## config.mk

```make
export PLATFORM = sky130hd
export DESIGN_NAME = boss_hp_ctrl
export DESIGN_NICKNAME = d
export VERILOG_FILES = /design/src/rtl/boss_hp_ctrl.sv
export SDC_FILE = /design/constraint.sdc
export NUM_CORES = 1
export LEC_CHECK = 0
export CAP_MARGIN = 40
export CORE_AREA = 2 2 65 67
export CTS_CLUSTER_DIAMETER = 40
export DETAILED_ROUTE_END_ITERATION = 8
export DIE_AREA = 0 0 67 69
export HOLD_SLACK_MARGIN = 0.15
export MAX_ROUTING_LAYER = met4
export PLACE_DENSITY = 0.95
export SYNTH_ARGS = -nofsm -noshare
export SYNTH_HDL_FRONTEND = slang
export SYNTH_SLANG_ARGS = --single-unit
```

## constraint.sdc

```tcl
create_clock -name clk -period 5.1 [get_ports clk]
set_clock_uncertainty 0.1 [all_clocks]
set_input_delay 1.275 -clock clk [delete_from_list [all_inputs] [get_ports clk]]
set_output_delay 1.275 -clock clk [all_outputs]
set_load 0.005 [all_outputs]
```

## src/rtl/boss_hp_ctrl.sv

```systemverilog
// Boss hit-point counter and HP-bar redraw sequencer: blanks the bar region, then
// hands a frozen HP to the bar drawer and forwards its pixels to the VGA adapter.
module boss_hp_ctrl #(
    parameter int unsigned MAX_HP     = 20,
    parameter int unsigned BAR_X0     = 131,
    parameter int unsigned BAR_Y0     = 6,
    parameter int unsigned BAR_H      = 4,
    parameter logic [2:0]  BG_COLOUR  = 3'b000,
    parameter logic [2:0]  BAR_COLOUR = 3'b100
) (
    input  logic       clk,
    input  logic       resetn,
    input  logic       game_start,
    input  logic       hit,
    input  logic [2:0] hit_dmg,
    output logic [4:0] hp,
    output logic       boss_dead,
    output logic       busy,
    output logic       draw_start,
    output logic [4:0] draw_hp,
    input  logic       draw_done,
    input  logic [7:0] draw_x,
    input  logic [6:0] draw_y,
    input  logic       draw_en,
    output logic [7:0] vga_x,
    output logic [6:0] vga_y,
    output logic [2:0] vga_colour,
    output logic       vga_plot
);

    localparam logic [4:0] HP_MAX  = 5'(MAX_HP);
    localparam logic [7:0] X_FIRST = 8'(BAR_X0);
    localparam logic [7:0] X_LAST  = 8'(BAR_X0 + MAX_HP);
    localparam logic [6:0] Y_FIRST = 7'(BAR_Y0);
    localparam logic [6:0] Y_LAST  = 7'(BAR_Y0 + BAR_H - 1);

    typedef enum logic [2:0] {IDLE, ERASE, START, WAIT, RELEASE} state_t;

    state_t     state, state_nxt;
    logic       pending;
    logic       hp_event;
    logic       erase_last;
    logic [4:0] hp_nxt;

    function automatic logic [4:0] sat_sub(input logic [4:0] a, input logic [2:0] b);
        logic signed [6:0] diff;
        diff = $signed({2'b00, a}) - $signed({4'b0000, b});
        return (diff < 0) ? 5'd0 : diff[4:0];
    endfunction

    assign hp_event   = game_start | hit;
    assign erase_last = (vga_x == X_LAST) && (vga_y == Y_LAST);
    assign busy       = (state != IDLE);

    always_comb begin
        hp_nxt = hp;
        if (game_start)
            hp_nxt = HP_MAX;
        else if (hit)
            hp_nxt = sat_sub(hp, hit_dmg);
    end

    always_ff @(posedge clk or negedge resetn) begin
        if (!resetn)
            state <= IDLE;
        else
            state <= state_nxt;
    end

    // draw_start is Moore-decoded so it never depends combinationally on draw_done
    always_comb begin
        state_nxt  = state;
        draw_start = 1'b0;
        case (state)
            IDLE:    if (pending) state_nxt = ERASE;
            ERASE:   if (erase_last) state_nxt = (draw_hp != 5'd0) ? START : RELEASE;
            START: begin
                draw_start = 1'b1;
                state_nxt  = WAIT;
            end
            WAIT: begin
                draw_start = 1'b1;
                if (draw_done) state_nxt = RELEASE;
            end
            RELEASE: if (!draw_done) state_nxt = IDLE;
            default: state_nxt = IDLE;
        endcase
    end

    always_ff @(posedge clk or negedge resetn) begin
        if (!resetn) begin
            hp        <= HP_MAX;
            boss_dead <= 1'b0;
            pending   <= 1'b1;
        end else begin
            hp        <= hp_nxt;
            boss_dead <= (hp_nxt == 5'd0);
            if (hp_event)
                pending <= 1'b1;
            else if (state == IDLE && pending)
                pending <= 1'b0;
        end
    end

    // vga_x/vga_y double as the erase walker while in ERASE
    always_ff @(posedge clk or negedge resetn) begin
        if (!resetn) begin
            draw_hp    <= 5'd0;
            vga_x      <= 8'd0;
            vga_y      <= 7'd0;
            vga_colour <= 3'b000;
            vga_plot   <= 1'b0;
        end else begin
            case (state)
                IDLE: begin
                    vga_plot <= 1'b0;
                    if (pending) begin
                        draw_hp    <= hp;
                        vga_x      <= X_FIRST;
                        vga_y      <= Y_FIRST;
                        vga_colour <= BG_COLOUR;
                        vga_plot   <= 1'b1;
                    end
                end
                ERASE: begin
                    if (erase_last) begin
                        vga_plot <= 1'b0;
                    end else if (vga_x == X_LAST) begin
                        vga_x <= X_FIRST;
                        vga_y <= vga_y + 7'd1;
                    end else begin
                        vga_x <= vga_x + 8'd1;
                    end
                end
                START, WAIT: begin
                    vga_x      <= draw_x;
                    vga_y      <= draw_y;
                    vga_colour <= BAR_COLOUR;
                    vga_plot   <= draw_en & ~draw_done;
                end
                default: vga_plot <= 1'b0;
            endcase
        end
    end

endmodule
```

==> impl_metrics.yaml <==
cells_and_area:
  syn_to_final_growth_pct: 33.7
  num-fill-cells: 335
  drive_gt1_share_pct: 9.85
  stdcell_count: 314
  layout_commonest_cell: "clkdlybuf4s50_1"
  fin_nets: 294
  final_cell_mix: "53 x clkdlybuf4s50_1, 29 x dfrtp_1, 22 x o21ai_0"
  antenna_cells: 0
route:
  viasPerCell: 5.81
  drc: 0
  dr_total_vias: 1825
  wl_mm: 4.92
  drt_iter0_drc: 151
  wl_per_cell_um: 15.7
  drt-pass1-iter-count: 4
  drtAntennaViolNets: 0
timing:
  worstMarginPinSlew_ns: 0.579
  hold_slack_ns: 0.373
  finalSetupTns_ns: 0
  slew_violations: 0
  hold_viol: 0
  max_freq_mhz: 305
  period_needed_ns: 3.28
  setup_viol: 0
  timing.final.crit_share_pct: 64.4
  relSlewSlack_pct: 61.0
  rsz0062_at_grt: "false"
clocking:
  clk_latency_ns: 0.29
  cts_buffers: 5
  max-clock-path-buffers: 2
  postCtsHoldBufs: 0
  cts_max_level: 2
  cts.sinks: 32
  clock-root-buffer: "clkbuf_8"
  cts_tree: "yes"
  ctsResizeCount: 0
  post_cts_buffers: 0
  clk_pin_slew_ns: 0.06
yosys:
  synth_compound_area_share_pct: 19.0
  yosysWarnings: 0
  async_flop_share_pct: 100
  ys_top_cells_by_area: "dfrtp_1 38%, o21ai_0 5.7%, dfstp_2 4.1%, ha_1 3.9%, nand2_1 3.9%"
  yosys.area_share.xor_xnor_pct: 0.911
  synth_ff_type: "dfrtp_1"
  synthAdderAreaFrac_pct: 4.95
  synth-simple-area-share_pct: 24.0
  ys_types: 54
  synth.mux.area_fraction_pct: 4.30
  synth_cells: 208
  synth_top_cell_area_share_pct: 37.8
  avgSynthCellArea_um2: 9.24
  yosysTopAreaCell: "dfrtp_1"
  ys_ff_latch: 32
  synth_edf_count: 0
  synth_top_family_by_area: "simple AND/OR/NAND/NOR gates"
  syn_area_um2: 1920
  yosysSeqAreaShare_pct: 41.9
hold_path:
  min_path_type: "reg2reg"
setup_path:
  crit_type: "in2reg"
  path_buf_inv: 2
  max_stage_delay_ns: 0.45
  cp_max_fo: 4
  start_kind: "primary input"
  critPathTopFamily: "simple AND/OR/NAND/NOR gates"
  end_kind: "flop"
  cp.required_ns: 5.18
  crit_slowest_cell: "clkdlybuf4s50_1"
  critPathArrivalTime_ns: 3.36
  cp_cell_sequence: "clkdlybuf4s50_1, inv_1, ha_1, nor2b_1, o21a_1, nor4_1, o32ai_1, nor4_1"
  worst_path_most_repeated_cell: "nor4_1"
grt:
  grt_usage_pct: 23.4
  grt_pass1_wl_mm: 8.11
  antenna_found_initial: 0
  grt_pass1_vias: 1731
  grt_overflow: 0
  grt_max_degree: 33
floorplan:
  die_w_um: 67
  ios: 56
  start_util_pct: 49.1
  core_um2: 3910
  dieArea_um2: 4620
  num_rows: 23
  die_h_um: 69
power:
  p_comb_share_pct: 14.4
  p_sw_uw: 131
  power.share.clock_pct: 34.6
  powerDensity_nw_per_um2: 208
  p_leak_uw: 0.00112
  switching_share_pct: 24.5
  seq_power_share_pct: 51.0
  peakVddDrop_mv: 0.162
  p_int_uw: 403
placement:
  dp_cells: 306
  place.gp.congestion: 0.846
  port_buffers: 53
  dp_hpwl_mm: 3.55
flow_run:
  maxCapViolCount: 0
status:
  status: "completed"
## metal layers
metal  global-route usage [%]  up-vias  wire length (um)
met1                     30.9      877              2110
met5                        -        -                 0
met2                     35.8       79              2450
met4                     6.12        0                63
met3                     6.04        7               299
li1                         -      862                 -
## logic make-up (layout without fill, tap and decap cells)
kind of cell,count (synthesis),count (layout)
AND/OR/NAND/NOR,80,80
flip-flops,32,32
XOR/XNOR,2,2
AO/OA/AOI/OAI,59,59
buffers and inverters,20,75
adder cells (fa/ha/maj),7,7
multiplexers,7,7
other,1,2
## worst reg2reg max path, cell delays in order (launching register included)
cell,delay [ns]
dfrtp_1,0.46
ha_1,0.32
nor2b_1,0.14
o21a_1,0.17
nor4_1,0.45
o32ai_1,0.22
nor4_1,0.29
## Yosys cell counts, types with 2 or more instances
library cell,n
a211oi_1,2
a21oi_1,12
a22oi_1,3
a31oi_1,4
a32oi_1,3
and3_1,4
buf_4,2
clkbuf_1,4
dfrtp_1,29
dfstp_2,3
ha_1,6
inv_1,12
mux2_2,6
nand2_1,20
nand2b_1,2
nand3_1,10
nand3b_1,4
nor2_1,13
nor2b_1,5
nor3_1,4
nor3b_1,2
nor4_1,3
o211ai_1,2
o21ai_0,22
or3_1,2
## path summary, 6_finish.rpt
path,from,to,depth (start not counted),slack (ns)
setup / recovery,hit_dmg[1],boss_dead,8,1.82
hold / removal,pending,pending,2,0.37
setup reg to reg,hp[1],boss_dead,6,2.85
hold reg to reg,pending,pending,2,0.37
max in group asynchronous,resetn,hp[2],2,3.28
min in group asynchronous,resetn,vga_x[4],2,1.29
## registers in the layout, summed over array words and instances, names as in the netlist
signal,cells
draw_hp,5
boss_dead,1
pending,1
vga_y,7
vga_plot,1
hp,5
vga_x,8
state,3
vga_colour,1
## power groups by stage
stage	Sequential, uW	Combinational [uW]	Clock [uW]
floorplan	275	30.0	0
global placement	277	74.3	0
detailed placement	277	76.9	0
CTS	272	77.6	190
global route	273	84.6	199
finish	273	77.1	185
## final cells by class
type                       instances  area (um^2)  area share, %
multi-input combinational        157         1030           40.1
sequential                        32          805           31.3
tap                               50         62.6           2.44
timing repair buffer              55          546           21.2
inverter                          12         45.0           1.75
clock buffer                       7         76.3           2.97
clock inverter                     1         5.00          0.195
## metrics by stage
stage               setup slack (ns)  instance area [um^2]  util (%)  total power, uW
floorplan                       2.25                  1930         -              305
global placement                1.69                  2490      63.6              351
detailed placement              1.55                  2490      63.6              354
CTS                             1.85                  2570      65.6              540
global route                    1.67                  2570      65.6              557
finish                          1.82                  2570      65.6              534
Power figures use the tool's default switching activity.
